File: src/rtl/log_pkg.sv
// Shared types and constants for the ln() Taylor-series multicycle unit.
package log_pkg;

    typedef enum logic [2:0] {
        S_IDLE = 3'd0,
        S_NORM = 3'd1,
        S_SQ   = 3'd2,
        S_CUBE = 3'd3,
        S_SUM  = 3'd4,
        S_DONE = 3'd5
    } state_t;

    localparam logic [7:0]  LN2     = 8'd177;
    localparam logic [7:0]  INV3    = 8'd85;
    localparam logic [11:0] SAT_POS = 12'h7FF;
    localparam logic [11:0] SAT_NEG = 12'h800;

endpackage

File: src/rtl/mul_8x8_unsigned.sv
// Combinational 8x8 unsigned multiplier, shared between the SQ and CUBE steps.
module mul_8x8_unsigned (
    input  logic [7:0]  a,
    input  logic [7:0]  b,
    output logic [15:0] p
);

    assign p = {8'd0, a} * {8'd0, b};

endmodule

File: src/rtl/log_taylor_mc.sv
// Multicycle ln(x): normalise to 2^k*(1+f), then ln(1+f) ~ f - f^2/2 + f^3/3.
module log_taylor_mc
    import log_pkg::*;
(
    input  logic        clk,
    input  logic        rst,
    input  logic [19:0] iData,
    input  logic        iDataValid,
    output logic        iReady,
    output logic [11:0] oData,
    output logic        oDataValid
);

    state_t      state_q, state_d;
    logic [19:0] op_q, op_d;
    logic [4:0]  k_q, k_d;
    logic [7:0]  f_q, f_d;
    logic [7:0]  f2_q, f2_d;
    logic [7:0]  f3_q, f3_d;
    logic [11:0] odata_q, odata_d;

    logic [7:0]  mul_a;
    logic [15:0] mul_p;
    logic [4:0]  lead_p;
    logic [7:0]  frac;
    logic signed [15:0] ln2_term;
    logic signed [15:0] t;
    int          idx;

    // Operand is f^2 during CUBE, f during SQ; other input is always f.
    assign mul_a = (state_q == S_CUBE) ? f2_q : f_q;

    mul_8x8_unsigned u_mul (
        .a (mul_a),
        .b (f_q),
        .p (mul_p)
    );

    always_comb begin
        lead_p = '0;
        frac   = '0;
        idx    = 0;
        for (int i = 0; i < 20; i++) begin
            if (op_q[i]) lead_p = 5'(i);
        end
        for (int j = 0; j < 8; j++) begin
            idx = int'(lead_p) - 1 - j;
            if (idx >= 0) frac[7-j] = op_q[5'(idx)];
        end
    end

    always_comb begin
        ln2_term = $signed({{11{k_q[4]}}, k_q}) * $signed({8'd0, LN2});
        t = $signed({8'd0, f_q})
          - $signed({9'd0, f2_q[7:1]})
          + $signed(16'(({8'd0, f3_q} * {8'd0, INV3}) >> 8))
          + ln2_term;
    end

    always_comb begin
        state_d = state_q;
        op_d    = op_q;
        k_d     = k_q;
        f_d     = f_q;
        f2_d    = f2_q;
        f3_d    = f3_q;
        odata_d = odata_q;
        unique case (state_q)
            S_IDLE: begin
                if (iDataValid) begin
                    op_d    = iData;
                    state_d = S_NORM;
                end
            end
            S_NORM: begin
                if (op_q == '0) begin
                    odata_d = SAT_NEG;
                    state_d = S_DONE;
                end else begin
                    k_d     = lead_p - 5'd4;
                    f_d     = frac;
                    state_d = S_SQ;
                end
            end
            S_SQ: begin
                f2_d    = 8'(mul_p >> 8);
                state_d = S_CUBE;
            end
            S_CUBE: begin
                f3_d    = 8'(mul_p >> 8);
                state_d = S_SUM;
            end
            S_SUM: begin
                if (t > 16'sd2047)       odata_d = SAT_POS;
                else if (t < -16'sd2048) odata_d = SAT_NEG;
                else                     odata_d = t[11:0];
                state_d = S_DONE;
            end
            S_DONE: state_d = S_IDLE;
            default: state_d = S_IDLE;
        endcase
    end

    always_ff @(posedge clk) begin
        if (rst) begin
            state_q <= S_IDLE;
            op_q    <= '0;
            k_q     <= '0;
            f_q     <= '0;
            f2_q    <= '0;
            f3_q    <= '0;
            odata_q <= '0;
        end else begin
            state_q <= state_d;
            op_q    <= op_d;
            k_q     <= k_d;
            f_q     <= f_d;
            f2_q    <= f2_d;
            f3_q    <= f3_d;
            odata_q <= odata_d;
        end
    end

    assign iReady     = (state_q == S_IDLE);
    assign oDataValid = (state_q == S_DONE);
    assign oData      = odata_q;

endmodule

File: config.mk
export PLATFORM = sky130hd
export DESIGN_NAME = log_taylor_mc
export DESIGN_NICKNAME = d
export VERILOG_FILES = /design/src/rtl/log_pkg.sv /design/src/rtl/mul_8x8_unsigned.sv /design/src/rtl/log_taylor_mc.sv
export SDC_FILE = /design/constraint.sdc
export NUM_CORES = 1
export LEC_CHECK = 0
export ABC_AREA = 1
export ABC_CLOCK_PERIOD_IN_PS = 9450
export CAP_MARGIN = 20
export CORE_ASPECT_RATIO = 0.6
export CORE_MARGIN = 2
export CORE_UTILIZATION = 27
export DETAILED_ROUTE_END_ITERATION = 7
export GPL_ROUTABILITY_DRIVEN = 0
export PLACE_DENSITY = 0.52
export SYNTH_ARGS = -nofsm -noshare
export SYNTH_HDL_FRONTEND = slang
export SYNTH_HIERARCHICAL = 1
export SYNTH_SLANG_ARGS = --single-unit
export TNS_END_PERCENT = 20
File: constraint.sdc
create_clock -name clk -period 9.45 [get_ports clk]
set_input_delay 0.945 -clock clk [delete_from_list [all_inputs] [get_ports clk]]
set_output_delay 0.945 -clock clk [all_outputs]
set_load 0.01 [all_outputs]
==> results.txt, run 1 <==
Sw Share - 0.5541
Chip Width - 237.4 µm
CTS Sinks - 64
Hold-fix buffers, CTS - 0
Final Hold Viols - 0
first-pass iteration count of the detailed router - 7
highest-count cells in the layout ignoring fill and taps - nand2_1, inv_1, ha_1
Worst-Margin Slew - 1.033 ns
Initial Util - 0.2733
hpwl dp - 19230 µm
Multi-input gate area - 6330 µm²
Post-DRT Antenna Nets - 0
clock power share - 0.100
most common cell after layout, fill and taps aside - nand2_1
Vias/cell - 4.577
hold crit path type - register to register
Syn Std Cell Area - 8825 µm²
cts repair resizes - 0
Num CTS Buffers - 9
Leakage - 0.005584 µW
crit path launch - f3_q[3]$_SDFFE_PP0N_
CTS tree - built
Residual DRC - 0
Worst EP arrival - 7.46 ns
minimum clock period - 7.179 ns
delay-heaviest family, CP - adder cells
clock buffer depth - 2
CP required - 9.73 ns
Max Cap Violations - 0
Storage cell area - 1281 µm²
hold path start - oData[0]$_SDFFE_PP0P_
Post-CTS Setup Repair Bufs - 0
Final WS setup - 2.271 ns
nets - 1528
RSZ-0062 raised after global routing - no
Slew Limit Headroom - 0.3059
clock-pin slew on the worst setup and hold paths - 0.06 ns
Final setup viols - 0
Critical R2R Launch - f3_q[3]$_SDFFE_PP0N_
layout cells sized above 1 - 0.04490
core area - 32290 µm²
Pwr Density - 320.6 nW/µm²
Slew Viols, Final - 0
Fmax achieved - 139.3 MHz
wire per inst - 13.48 µm
Crit-path slowest cell - fa_1
vias in the first global route - 7431
type of the worst setup path - register to register
# H-tree levels - 3
worst reg2reg path depth - 39
largest net degree at the start of global routing - 42
FILL cells - 3568
grt total ovfl - 0
all-layer global routing usage - 0.1425
crit-path max FO - 11
Diodes inserted - 0
Gate power share - 0.776
synth warn - 6
Critical Path End Type - register
Die Span Y - 144.0 µm
synth-to-layout area growth - 12.56%
P_sw - 1765 µW
syn_area_per_cell - 6.841 µm²
worst path bufs/invs - 7
root buffer cell - clkbuf_16
Cells after Synth - 1290
DR vias - 7955
Setup Skew - 0.01253 ns
VDD IR max - 0.2478 mV
Clock Latency Late Sink - 0.36 ns
Top-Level Pins - 37
total design power - 3185 µW
final worst-path cycle share - 0.7597
antenna violations before repair - 0
critical path's largest stage delay - 0.55 ns
pre-CTS setup slack - 2.250 ns
first-pass GRT wire length - 38670 µm
Startpoint Class - register
status - completed
Post-Syn Nets - 1509
Int Pwr - 1420 µW
worst hold stages - 2
WP depth - 39
number of DRC markers in iteration 0 - 552
row cnt - 51
IO Port Bufs - 36
setup tns final - 0 ns
sequential share of power - 0.123
WL final - 23440 µm
die area - 34190 µm²
final core occ - 0.3076
-- worst paths after layout --
| kind | to | slack [ns] |
|---|---|---|
| min reg2reg | oData[0]$_SDFFE_PP0P_ | 0.48 |
| max | oData[8]$_SDFFE_PP0P_ | 2.27 |
| max reg2reg | oData[8]$_SDFFE_PP0P_ | 2.27 |
| min | oData[0]$_SDFFE_PP0P_ | 0.48 |
-- cell type report --
cell class,count,share of cell area
clock buffer,10,0.02406
clock inverter,6,0.004283
inverter,277,0.1049
multi-input combinational,909,0.6372
sequential,64,0.1290
tap,424,0.05341
timing repair buffer,48,0.04711
-- worst reg2reg max path: cells and delay by family, from the launching register on --
| kind | cells | cell delay [ns] |
|---|---|---|
| adder cells (fa/ha/maj) | 9 | 3.53 |
| AO/OA/AOI/OAI | 11 | 1.68 |
| AND/OR/NAND/NOR | 10 | 0.87 |
| buffers and inverters | 7 | 0.56 |
| flip-flops | 1 | 0.32 |
| XOR/XNOR | 2 | 0.17 |
-- through the flow --
step,cell area (µm²),hold WS [ns],instances
floorplan,8825,0.4479,1290
global placement,9612,0.4711,1719
detailed placement,9612,0.4732,1719
CTS,9893,0.4829,1735
global route,9933,0.5064,1738
finish,9933,0.4751,1738
-- sequential cells by signal (all words and copies together), names as in the netlist --
name	flops
f2_q	8
f3_q	8
f_q	8
k_q	5
oData	12
op_q	20
state_q	3
-- power by group through the flow --
stage | registers [µW] | logic, µW | clock network (µW)
2_1_floorplan | 356 | 1910 | 0
3_3_place_gp | 400 | 2460 | 0
3_5_place_dp | 399 | 2430 | 0
4_1_cts | 394 | 2460 | 328
5_1_grt | 403 | 2870 | 343
6_report | 393 | 2470 | 320
-- per-layer routing --
layer	track usage	routed length (µm)	up-vias
li1	-	-	4073
met1	0.2305	13360	3679
met2	0.1878	8487	190
met3	0.03054	1443	13
met4	0.02284	144	0
met5	0	0	-
No activity file was read; power rests on OpenSTA's default activity.
==> run 2, diff against run 1 <==
ABC_CLOCK_PERIOD_IN_PS = 7000   (was 9450)
clock period = 7 ns   (was 9.45 ns; I/O delays follow)
==> run 2 against run 1 <==
  * Cell area up 2.4%
  * Setup slack lost 2.2 ns
  * Maximum frequency is 3.5% higher
  * Via count is 0.36% lower
  * Cell count rose by 0.35%
  * Critical path type unchanged
==> results.txt, run 2 (synthesis gave the netlist of run 1 again) <==
pre-CTS setup slack - -0.04712 ns (-2.297 ns)
WL final - 23370 µm (-0.26%)
Sw Share - 0.5372 (-0.01690)
CP required - 7.28 ns (-2.45 ns)
final worst-path cycle share - 0.9909 (+0.2311)
Chip Width - 237.4 µm (unchanged)
Int Pwr - 2135 µW (+50%)
first-pass GRT wire length - 38500 µm (-0.46%)
Fmax achieved - 144.2 MHz (+3.5%)
largest net degree at the start of global routing - 41 (-2.4%)
Worst-Margin Slew - 0.9919 ns (-0.04126 ns)
first-pass iteration count of the detailed router - 5 (-2)
CTS Sinks - 64 (unchanged)
Placed Area - 9677 µm² (+0.68%)
most used cell, CP - inv_2
clock buffer depth - 2 (unchanged)
Post-Layout Inst Area - 10170 µm² (+2.4%)
Final setup viols - 0 (unchanged)
number of DRC markers in iteration 0 - 618 (+12%)
status - completed
die area - 34190 µm² (unchanged)
Slew Limit Headroom - 0.3363 (+0.03036)
vias in the first global route - 7319 (-1.5%)
Final WS setup - 0.06401 ns (-2.207 ns)
IO Port Bufs - 36 (unchanged)
Vias/cell - 4.545 (-0.71%)
number of flip-flops in the largest register - 20 (unchanged)
grt total ovfl - 0 (unchanged)
clock power share - 0.109 (+0.009)
Max Cap Violations - 0 (unchanged)
core area - 32290 µm² (unchanged)
type of the worst setup path - register to register
DR vias - 7926 (-0.36%)
Num CTS Buffers - 9 (unchanged)
all-layer global routing usage - 0.1411 (-0.001359)
Clock Latency Late Sink - 0.35 ns (about the same)
layout cells sized above 1 - 0.06667 (+0.02177)
Final Hold Viols - 0 (unchanged)
Diodes inserted - 0 (unchanged)
minimum clock period - 6.936 ns (-0.2434 ns)
most common cell after layout, fill and taps aside - nand2_1
Leakage - 0.005641 µW (+1.0%)
hpwl dp - 19020 µm (-1.1%)
Initial Util - 0.2733 (unchanged)
Critical Path End Type - register
critical path's largest stage delay - 0.51 ns (-0.04 ns)
nets - 1534 (+0.39%)
highest-count cells in the layout ignoring fill and taps - nand2_1, inv_1, ha_1
antenna violations before repair - 0 (unchanged)
sequential share of power - 0.113 (-0.010)
Top reg by flops - op_q
CTS tree - built
Worst EP arrival - 7.22 ns (-0.24 ns)
Die Span Y - 144.0 µm (unchanged)
Post-DRT Antenna Nets - 0 (unchanged)
clock-pin slew on the worst setup and hold paths - 0.06 ns (about the same)
Top-Level Pins - 37 (unchanged)
synth-to-layout area growth - 15.21%
wire per inst - 13.40 µm (-0.61%)
Setup Skew - 0.01118 ns (-0.001350 ns)
P_sw - 2479 µW (+40%)
row cnt - 51 (unchanged)
Residual DRC - 0 (unchanged)
Crit-path slowest cell - fa_1
Gate power share - 0.778 (+0.002)
hold crit path type - register to register
RSZ-0062 raised after global routing - yes
root buffer cell - clkbuf_16
Pwr Density - 453.8 nW/µm² (+42%)
# H-tree levels - 3 (unchanged)
Slew Viols, Final - 0 (unchanged)
VDD IR max - 0.2980 mV (+20%)
crit-path max FO - 6 (-5)
Hold-fix buffers, CTS - 0 (unchanged)
Startpoint Class - register
run 2: cell types whose count changed in the layout (fill, tap and decap cells not counted), sizes merged:
| cell | delta |
|---|---|
| clkinvlp | -2 |
| buf | +6 |
| clkbuf | +2 |
| inv | -2 |
| bufinv | +2 |
run 2: cell type report:
cell class,count,area [µm²]
Clock buffer,12,246.5
Clock inverter,4,77.57
Inverter,277,1042
Fill cell,3504,22120
Sequential cell,64,1287
Tap cell,424,530.5
Timing Repair Buffer,54,535.5
Multi-Input combinational cell,909,6447
run 2: what timing repair did:
action / 4_1_cts / 5_1_grt
setup buffers: 0 / 1
gates cloned: 1 / 0
resized for setup: 6 / 27
pin swaps: 2 / 22
setup endpoints to repair: 10 / 11
run 2: metal layers:
metal,GRT usage,part of all wire,up-vias
met5,0,0,-
met4,0.01787,0.0061,0
met3,0.03130,0.056,10
met2,0.1807,0.35,166
met1,0.2334,0.58,3665
li1,-,-,4085
run 2: power groups by stage:
stage,logic [µW],clock network (µW),registers (µW)
floorplan,2580,0,480
global placement,3340,0,528
detailed placement,3310,0,528
CTS,3410,513,521
global route,4110,529,531
finish,3590,501,521
run 2: metrics by stage:
step / total power, µW / setup TNS (ns) / hold WS [ns] / utilization / instances
2_1_floorplan: 3059 / 0 / 0.4479 / - / 1290
3_3_place_gp: 3866 / 0 / 0.4674 / 0.2988 / 1724
3_5_place_dp: 3841 / -0.1717 / 0.4599 / 0.2997 / 1725
4_1_cts: 4442 / 0 / 0.4695 / 0.3106 / 1742
5_1_grt: 5175 / -3.277 / 0.4874 / 0.3149 / 1744
6_report: 4613 / 0 / 0.4645 / 0.3149 / 1744
run 2: path summary, 6_finish.rpt:
kind                    startpoint               endpoint  slack [ns]  depth (start not counted)
min          oData[0]$_SDFFE_PP0P_  oData[0]$_SDFFE_PP0P_        0.46                          2
max           f3_q[3]$_SDFFE_PP0N_  oData[6]$_SDFFE_PP0P_        0.06                         39
min reg2reg  oData[0]$_SDFFE_PP0P_  oData[0]$_SDFFE_PP0P_        0.46                          2
max reg2reg   f3_q[3]$_SDFFE_PP0N_  oData[6]$_SDFFE_PP0P_        0.06                         39
run 2: critical path: cells and delay by family (launching register included):
kind | cells | cell delay, ns
AO/OA/AOI/OAI | 10 | 1.52
buffers and inverters | 7 | 0.45
XOR/XNOR | 2 | 0.27
AND/OR/NAND/NOR | 11 | 0.94
adder cells (fa/ha/maj) | 9 | 3.33
flip-flops | 1 | 0.36
